[src/rtl/seq_divider_pkg.sv]
// Shared constants for the sequential divider: FSM state codes, default width
// and the iteration-counter width helper.
package seq_divider_pkg;

  localparam int DEFAULT_WIDTH = 16;

  localparam logic [1:0] ST_IDLE  = 2'd0;
  localparam logic [1:0] ST_RUN   = 2'd1;
  localparam logic [1:0] ST_DONE  = 2'd2;
  localparam logic [1:0] ST_FIXUP = 2'd3;

  function automatic int cnt_width(input int width);
    return $clog2(width);
  endfunction

endpackage

[src/rtl/seq_divider_div_step.sv]
// One restoring shift-subtract step: shift the next dividend bit into the
// partial remainder, subtract the divisor and keep the result if non-negative.
module div_step #(
  parameter int WIDTH = 16
) (
  input  logic [WIDTH-1:0] partial_rem,
  input  logic             in_bit,
  input  logic [WIDTH-1:0] divisor,
  output logic [WIDTH-1:0] rem_next,
  output logic             q_bit
);

  logic [WIDTH:0]   shifted;
  logic [WIDTH+1:0] trial;
  logic             unused_trial_msb;

  // The partial remainder can exceed half the divisor range, so the shifted
  // value keeps its top bit and the borrow sits one bit above that.
  assign shifted          = {partial_rem, in_bit};
  assign trial            = {1'b0, shifted} - {2'b00, divisor};
  assign q_bit            = ~trial[WIDTH+1];
  assign rem_next         = q_bit ? trial[WIDTH-1:0] : shifted[WIDTH-1:0];
  assign unused_trial_msb = trial[WIDTH];

endmodule

[src/rtl/seq_divider.sv]
// Multi-cycle restoring divider with start/busy/done handshake, one quotient
// bit per clock. Define SEQ_DIVIDER_SIGNED_EN for two's-complement operands.
module seq_divider
  import seq_divider_pkg::*;
#(
  parameter int WIDTH = DEFAULT_WIDTH
) (
  input  logic             clk,
  input  logic             rst,
  input  logic             start,
  input  logic [WIDTH-1:0] dividend,
  input  logic [WIDTH-1:0] divisor,
  output logic             busy,
  output logic             done,
  output logic [WIDTH-1:0] quotient,
  output logic [WIDTH-1:0] remainder,
  output logic             div_by_zero
);

  localparam int CW = cnt_width(WIDTH);

  logic [1:0]       state_q, state_d;
  logic [CW-1:0]    cnt_q, cnt_d;
  logic [WIDTH-1:0] dvd_q, dvd_d;
  logic [WIDTH-1:0] dvs_q, dvs_d;
  logic [WIDTH-1:0] prem_q, prem_d;
  logic [WIDTH-1:0] quo_q, quo_d;
  logic [WIDTH-1:0] quotient_q, quotient_d;
  logic [WIDTH-1:0] remainder_q, remainder_d;
  logic             dbz_q, dbz_d;
  logic [WIDTH-1:0] step_rem;
  logic             step_q;

`ifdef SEQ_DIVIDER_SIGNED_EN
  logic neg_q_q, neg_q_d;
  logic neg_r_q, neg_r_d;

  function automatic logic [WIDTH-1:0] magnitude(input logic [WIDTH-1:0] v);
    return v[WIDTH-1] ? (~v + 1'b1) : v;
  endfunction
`endif

  div_step #(.WIDTH(WIDTH)) u_step (
    .partial_rem (prem_q),
    .in_bit      (dvd_q[WIDTH-1]),
    .divisor     (dvs_q),
    .rem_next    (step_rem),
    .q_bit       (step_q)
  );

  always_comb begin
    state_d     = state_q;
    cnt_d       = cnt_q;
    dvd_d       = dvd_q;
    dvs_d       = dvs_q;
    prem_d      = prem_q;
    quo_d       = quo_q;
    quotient_d  = quotient_q;
    remainder_d = remainder_q;
    dbz_d       = dbz_q;
`ifdef SEQ_DIVIDER_SIGNED_EN
    neg_q_d     = neg_q_q;
    neg_r_d     = neg_r_q;
`endif
    case (state_q)
      ST_IDLE, ST_DONE: begin
        state_d = ST_IDLE;
        if (start) begin
          dbz_d = 1'b0;
          if (divisor == '0) begin
            // Zero divisor short-circuits straight to DONE with a flagged result.
            state_d     = ST_DONE;
            quotient_d  = '1;
            remainder_d = dividend;
            dbz_d       = 1'b1;
          end else begin
            state_d = ST_RUN;
            prem_d  = '0;
            quo_d   = '0;
            cnt_d   = CW'(WIDTH - 1);
`ifdef SEQ_DIVIDER_SIGNED_EN
            dvd_d   = magnitude(dividend);
            dvs_d   = magnitude(divisor);
            neg_q_d = dividend[WIDTH-1] ^ divisor[WIDTH-1];
            neg_r_d = dividend[WIDTH-1];
`else
            dvd_d   = dividend;
            dvs_d   = divisor;
`endif
          end
        end
      end
      ST_RUN: begin
        prem_d = step_rem;
        quo_d  = {quo_q[WIDTH-2:0], step_q};
        dvd_d  = {dvd_q[WIDTH-2:0], 1'b0};
        cnt_d  = cnt_q - 1'b1;
        if (cnt_q == '0) begin
`ifdef SEQ_DIVIDER_SIGNED_EN
          state_d = ST_FIXUP;
`else
          state_d     = ST_DONE;
          quotient_d  = {quo_q[WIDTH-2:0], step_q};
          remainder_d = step_rem;
`endif
        end
      end
      ST_FIXUP: begin
        state_d = ST_DONE;
`ifdef SEQ_DIVIDER_SIGNED_EN
        // Truncation toward zero: quotient sign from the XOR, remainder follows the dividend.
        quotient_d  = neg_q_q ? (~quo_q + 1'b1) : quo_q;
        remainder_d = neg_r_q ? (~prem_q + 1'b1) : prem_q;
`endif
      end
      default: state_d = ST_IDLE;
    endcase
  end

  always_ff @(posedge clk or posedge rst) begin
    if (rst) begin
      state_q     <= ST_IDLE;
      cnt_q       <= '0;
      dvd_q       <= '0;
      dvs_q       <= '0;
      prem_q      <= '0;
      quo_q       <= '0;
      quotient_q  <= '0;
      remainder_q <= '0;
      dbz_q       <= 1'b0;
`ifdef SEQ_DIVIDER_SIGNED_EN
      neg_q_q     <= 1'b0;
      neg_r_q     <= 1'b0;
`endif
    end else begin
      state_q     <= state_d;
      cnt_q       <= cnt_d;
      dvd_q       <= dvd_d;
      dvs_q       <= dvs_d;
      prem_q      <= prem_d;
      quo_q       <= quo_d;
      quotient_q  <= quotient_d;
      remainder_q <= remainder_d;
      dbz_q       <= dbz_d;
`ifdef SEQ_DIVIDER_SIGNED_EN
      neg_q_q     <= neg_q_d;
      neg_r_q     <= neg_r_d;
`endif
    end
  end

  assign busy        = (state_q == ST_RUN) || (state_q == ST_FIXUP);
  assign done        = (state_q == ST_DONE);
  assign quotient    = quotient_q;
  assign remainder   = remainder_q;
  assign div_by_zero = dbz_q;

endmodule

[config.mk]
export PLATFORM = sky130hd
export DESIGN_NAME = seq_divider
export DESIGN_NICKNAME = d
export VERILOG_FILES = /design/src/rtl/seq_divider_pkg.sv /design/src/rtl/seq_divider_div_step.sv /design/src/rtl/seq_divider.sv
export SDC_FILE = /design/constraint.sdc
export NUM_CORES = 1
export LEC_CHECK = 0
export BUFFER_PORTS_ARGS = -buffer_cell sky130_fd_sc_hd__buf_2
export CORE_MARGIN = 10
export CORE_UTILIZATION = 45
export CTS_CLUSTER_DIAMETER = 200
export CTS_CLUSTER_SIZE = 8
export DETAILED_ROUTE_END_ITERATION = 16
export HOLD_SLACK_MARGIN = 0.06
export PLACE_DENSITY = 0.66
export SETUP_SLACK_MARGIN = 0.02
export SLEW_MARGIN = 10
export SYNTH_ARGS = -nofsm -noshare
export SYNTH_HDL_FRONTEND = slang
export SYNTH_SLANG_ARGS = --single-unit
[constraint.sdc]
create_clock -name clk -period 4.1 [get_ports clk]
set_input_delay 0.82 -clock clk [delete_from_list [all_inputs] [get_ports clk]]
set_output_delay 0.82 -clock clk [all_outputs]
set_load 0.02 [all_outputs]
==> results.md, run 1 <==
- Non-Filler Instances: slightly above 800
- DRT antenna net count: 0
- CTS buffer count: 9
- Initial antenna violation count: 0
- Yosys top cell by area: dfrtp_1
- Skew-Pair Late Insertion Delay: ~350 ps
- H-Tree Depth: 3
- Worst slew margin: 0.429
- Clock-pin transition on the worst setup and hold timing paths: approximately 70 ps
- Worst setup margin: 929 ps
- Fillcell total: approximately 1100
- FF/Latch Area: about 2600 um2
- Worst Path Required: 4360 ps
- DR vias: between 4000 and 5000
- Cts hold-fix bufs: 0
- Synth cell types: 58
- Syn avg cell area: 8.73 um2
- Main combinational cell family by area after synthesis: simple AND/OR/NAND/NOR gates
- Max Cap Viol: 0
- Actual slew at the worst max-slew pin: ~860 ps
- Sequential Power Share: 0.304
- Final net count: between 700 and 800
- CP max FO: 17
- Residual DRC: 0
- Cell Area, Synth: around 5400 um2
- Finished Core Util: 0.534
- Routed wire length per instance: ~17 um
- Core area: ~12000 um2
- Dpl cells: approximately 800
- Post-route cell area: ~6200 um2
- Die area: between 15000 and 20000 um2
- Ys async rst share: 1.00
- Synth area leaders: dfrtp_1 47%, nand2_1 7.3%, nor2_1 4.8%
- Comb pwr share: 0.537
- Post-CTS setup repair buffer count: 0
- # setup viols final: 0
- FMAX: ~320 MHz
- Maximum clock insertion buffer count: 2
- Sequential area share after synthesis: 0.472
- CTS root buf: clkbuf_16
- Net Sw Power: roughly 2.6 mW
- Adder-Cell Fraction of Synth Area: 0.0431
- Boundary Pins: 70
- Total power: 5.65 mW
- ANT cells: 0
- Pleak: between 2 and 3 nW
- Post-CTS sizing: 0
- Switching part of the total power: 0.457
- TritonCTS clock tree: built
- Row cnt: 39
- DP HPWL: 10300 um
- Gate Count Post-Synth: 619
- Mux cell area share after synthesis: 0.0174
- Initial Util: 0.467
- Largest net degree at the start of global routing: 51
- RSZ-0062 raised after global routing: false
- GRT overflow: 0
- Tightest Hold Check Type: reg -> reg
- Peak supply drop: between 0.3 and 0.4 mV
- WL final: 14200 um
- Synth Area in Compound Gates: 0.184
- Net Count, Synth: between 600 and 700
- Ys Warns: 0
- Synth Area in XOR/XNOR: 0.0130
- Share of total power in the clock network: 0.159
- Die Wd: between 100 and 150 um
- Critical path class: reg -> reg
- CP arrival: about 3400 ps
- Pre-CTS setup slack: around 1000 ps
- Yosys top cell area share: 0.472
- PwrDens: approximately 910 nW/um2
- Vias per cell: approximately 5.8
- Area Overhead vs Synth: 14.3%
- Min Tclk post-route: 3170 ps
- Layout cells sized above 1: 0.161
- DR iter-0 viols: 426
- Multi-input logic area: roughly 2600 um2
- First drt pass iteration count: 7
- Crit path launch type: flop
- Die H: roughly 130 um
- Final Cycle Share: 0.773
- Final max-slew violation count: 0
- Fin. Hold Viols: 0
- Pint: approximately 3.1 mW
- Gpl congestion: between 0.8 and 0.9
- Post-synth EDFFs: 0
- CP endpoint kind: flop
- Total negative slack: 0 ps
- Status: complete, no violations
- #FFs+latches synth: a little over 100
- Clock Sinks: ~100
- Simple-Gate Fraction of Synth Area: 0.226
- DP Area: a little under 6000 um2
- GRT Overall Usage: 0.176
- Buffers added on ports: slightly below 70
- Synth Flop Type: dfrtp_1
- Hold slack: roughly 500 ps
- Global-route wire length before repair: between 20000 and 25000 um
- Clk_skew: approximately 13 ps
- Vias in the first global route: about 4700
[worst max-delay path, cell delays in order, from the launching register on]
cell	delay, ps
dfrtp_1	430
ha_1	390
a21o_1	210
a211oi_1	430
o211ai_1	330
a21oi_2	720
mux2_2	430
o22ai_1	150
[cell usage in the layout (no fill, tap or decap), drive strengths merged, types with 3 or more instances in the layout]
master	instances
a211o	5
and3	3
a32oi	3
clkbuf	12
xnor2	3
a21oi	28
a21o	8
nand3	35
o21ai	42
or3	6
inv	25
nor3	21
a211oi	7
o22ai	5
mux2	3
nor2b	6
mux2i	6
a31oi	19
xor2	5
nor2	70
or4	6
o211ai	8
buf	77
nand2	105
o21a	8
dfrtp	102
ha	17
nand2b	4
[logic make-up after synthesis]
| kind of cell | count (synthesis) |
|---|---|
| compound gates | 153 |
| flops | 102 |
| simple gates | 269 |
| fa+ha+maj | 18 |
| buf+inv | 60 |
| mux | 9 |
| xor+xnor | 8 |
[synth_stat cells, drive strengths merged (2+ instances only)]
| cell | count |
|---|---|
| nand2 | 105 |
| dfrtp | 102 |
| nor2 | 70 |
| o21ai | 42 |
| nand3 | 35 |
| a21oi | 28 |
| clkbuf | 25 |
| inv | 24 |
| nor3 | 21 |
| a31oi | 19 |
| ha | 17 |
| buf | 11 |
| a21o | 8 |
| o211ai | 8 |
| o21a | 8 |
| a211oi | 7 |
| mux2i | 6 |
| nor2b | 6 |
| or3 | 6 |
| or4 | 6 |
| a211o | 5 |
| o22ai | 5 |
| xor2 | 5 |
| nand2b | 4 |
| a32oi | 3 |
| and3 | 3 |
| mux2 | 3 |
| xnor2 | 3 |
| a311oi | 2 |
| and4 | 2 |
| and4b | 2 |
| nand3b | 2 |
| nor3b | 2 |
| o21bai | 2 |
| o311ai | 2 |
| o31a | 2 |
| o31ai | 2 |
| o41ai | 2 |
| or2 | 2 |
[area by class of cell]
class | instances | share of cell area
Clock buffer | 12 | 0.0415
Inverter | 24 | 0.0150
Timing Repair Buffer | 77 | 0.0677
Clock inverter | 4 | 0.00851
Sequential cell | 102 | 0.413
Multi-Input combinational cell | 457 | 0.425
Tap cell | 143 | 0.0290
[path summary, 6_finish.rpt]
path	start	to	slack (ps)	cells past startpoint
min in group asynchronous	rst	quotient[13]$_DFFE_PP0P_	550	2
worst min register to register	cnt_q[0]$_DFFE_PP0P_	cnt_q[0]$_DFFE_PP0P_	500	1
max in group asynchronous	rst	dvs_q[8]$_DFFE_PP0P_	2710	3
worst min-delay path	cnt_q[0]$_DFFE_PP0P_	cnt_q[0]$_DFFE_PP0P_	500	1
worst max register to register	prem_q[13]$_DFFE_PP0P_	remainder[0]$_DFFE_PP0P_	930	7
worst max-delay path	prem_q[13]$_DFFE_PP0P_	remainder[0]$_DFFE_PP0P_	930	7
[metal layers]
metal / GRT usage / wire length, um / vias to the layer above / share of wire
met5: 0 / 0 / - / 0
met4: 0.0714 / 313 / 0 / 0.022
met3: 0.0326 / 780 / 22 / 0.055
met2: 0.277 / 6630 / 143 / 0.47
met1: 0.235 / 6520 / 2271 / 0.46
li1: - / - / 2292 / -
[registers in the layout (all words and copies together) (netlist names)]
name         flops
quotient        16
remainder       16
dvd_q           16
state_q          2
quo_q           15
div_by_zero      1
dvs_q           16
cnt_q            4
prem_q          16
[power groups by stage]
stage               clock network (mW)  registers [mW]  logic [mW]
detailed placement                   0            1.73        3.00
global placement                     0            1.72        2.93
CTS                              0.906            1.72        3.02
finish                           0.899            1.72        3.03
global route                     0.952            1.77        3.40
floorplan                            0            1.81        2.12
(Power assumes the default switching activity.)
==> run 2: changes to the inputs <==
clock period = 2.96 ns   (was 4.1 ns; I/O delays follow)
==> results.md, run 2 (synthesis gave the netlist of run 1 again) <==
- Global-route wire length before repair: ~24000 um
- Final max-slew violation count: 0
- Min Tclk post-route: between 2000 and 3000 ps
- # setup viols final: 0
- H-Tree Depth: 3
- Initial antenna violation count: 0
- Max Cap Viol: 0
- CP endpoint kind: flop
- Final net count: 733
- Critical path class: reg -> reg
- Fillcell total: 1071
- Maximum clock insertion buffer count: 2
- DP HPWL: around 11000 um
- DP Area: just under 6000 um2
- Peak supply drop: between 0.5 and 0.6 mV
- Status: complete, no violations
- Buffers added on ports: 69
- WL final: 14500 um
- Row cnt: 39
- FMAX: between 300 and 400 MHz
- Post-CTS sizing: 0
- Tightest Hold Check Type: in -> async
- Clk_skew: between 6 and 7 ps
- Met1 wire length: 6520 um
- Largest net degree at the start of global routing: 42
- CP max FO: 12
- WL met3: between 800 and 900 um
- Vias in the first global route: 4649
- Vias per cell: between 5 and 6
- Post-route cell area: just over 6000 um2
- Gpl congestion: ~0.88
- Fin. Hold Viols: 0
- Most common library cell in the layout ignoring fill and taps: nand2_1
- Highest metal used: met4
- Commonest cells after routing, fill and taps aside: 105 x nand2_1, 102 x dfrtp_1, 69 x buf_2, 68 x nor2_1, 39 x o21ai_0
- Area Overhead vs Synth: 15.1%
- Skew-Pair Late Insertion Delay: between 300 and 400 ps
- PwrDens: roughly 1300 nW/um2
- CTS root buf: clkbuf_16
- Crit path launch type: flop
- Cts hold-fix bufs: 0
- Post-CTS setup repair buffer count: 0
- Clock Sinks: around 100
- Residual DRC: 0
- Total power: just under 8 mW
- RSZ-0062 raised after global routing: false
- Layout cells sized above 1: 0.171
- GRT overflow: 0
- Core area: roughly 12000 um2
- First drt pass iteration count: 8
- Metal2 WL: ~7000 um
- Die Wd: ~130 um
- Actual slew at the worst max-slew pin: about 1100 ps
- DRT antenna net count: 0
- Total negative slack: 0 ps
- Routed wire length per instance: around 18 um
- Die area: 16800 um2
- Worst Path Required: 3220 ps
- Final Cycle Share: 0.922
- Clock-pin transition on the worst setup and hold timing paths: about 70 ps
- Pleak: ~2.9 nW
- Boundary Pins: 70
- Worst slew margin: 0.286
- CP arrival: ~3000 ps
- GRT Overall Usage: 0.175
- CTS buffer count: 9
- TritonCTS clock tree: built
- Initial Util: 0.467
- ANT cells: 0
- Die H: 130 um
- DR iter-0 viols: roughly 470
- DR vias: between 4000 and 5000
## run 2: per-layer routing
metal  global-route usage  vias up
li1                     -     2303
met5                    0        -
met4               0.0589        0
met1                0.230     2361
met3               0.0387       22
met2                0.280      140
## run 2: power by group
part | total [mW] | internal (mW) | leakage, nW | switching [mW]
Clock | 1.10 | 0.573 | 0.126 | 0.523
Combinational | 4.32 | 1.61 | 1.53 | 2.71
Sequential | 2.37 | 1.99 | 1.21 | 0.380
Total | 7.79 | 4.17 | 2.87 | 3.62
## run 2: critical path, cell delays in order, from the launching register on
cell and delay (ps):
dfrtp_1 400, ha_1 410, nor3_1 80, o31ai_1 360, and4_1 330, a21o_1 480
nand2_1 320, o211ai_1 250
## run 2: stage by stage
step	utilization	worst slack, ps	hold slack (ps)	cells
2_1_floorplan	-	407	450	619
3_3_place_gp	0.515	184	459	812
3_5_place_dp	0.515	127	485	812
4_1_cts	0.538	266	381	827
5_1_grt	0.538	64.8	409	827
6_report	0.538	230	363	827
## run 2: path summary, 6_finish.rpt
kind,slack [ps],from,to,cells past startpoint
worst max-delay path,230,prem_q[4]$_DFFE_PP0P_,prem_q[12]$_DFFE_PP0P_,7
worst min register to register,500,div_by_zero$_DFFE_PP0P_,div_by_zero$_DFFE_PP0P_,2
worst min-delay path,360,rst,div_by_zero$_DFFE_PP0P_,2
min in group clk,470,divisor[0],dvs_q[0]$_DFFE_PP0P_,3
worst max register to register,230,prem_q[4]$_DFFE_PP0P_,prem_q[12]$_DFFE_PP0P_,7
max in group asynchronous,1890,rst,dvs_q[6]$_DFFE_PP0P_,3
## run 2: area by class of cell
cell class              instances  area (um2)  area share
clock inverters                 4        33.8     0.00543
well taps                     143         179      0.0288
multi-input cells             457        2630       0.423
clock buffers                  11         233      0.0374
inverters                      24        93.8      0.0151
flip-flops and latches        102        2550       0.410
repair buffers                 86         498      0.0801
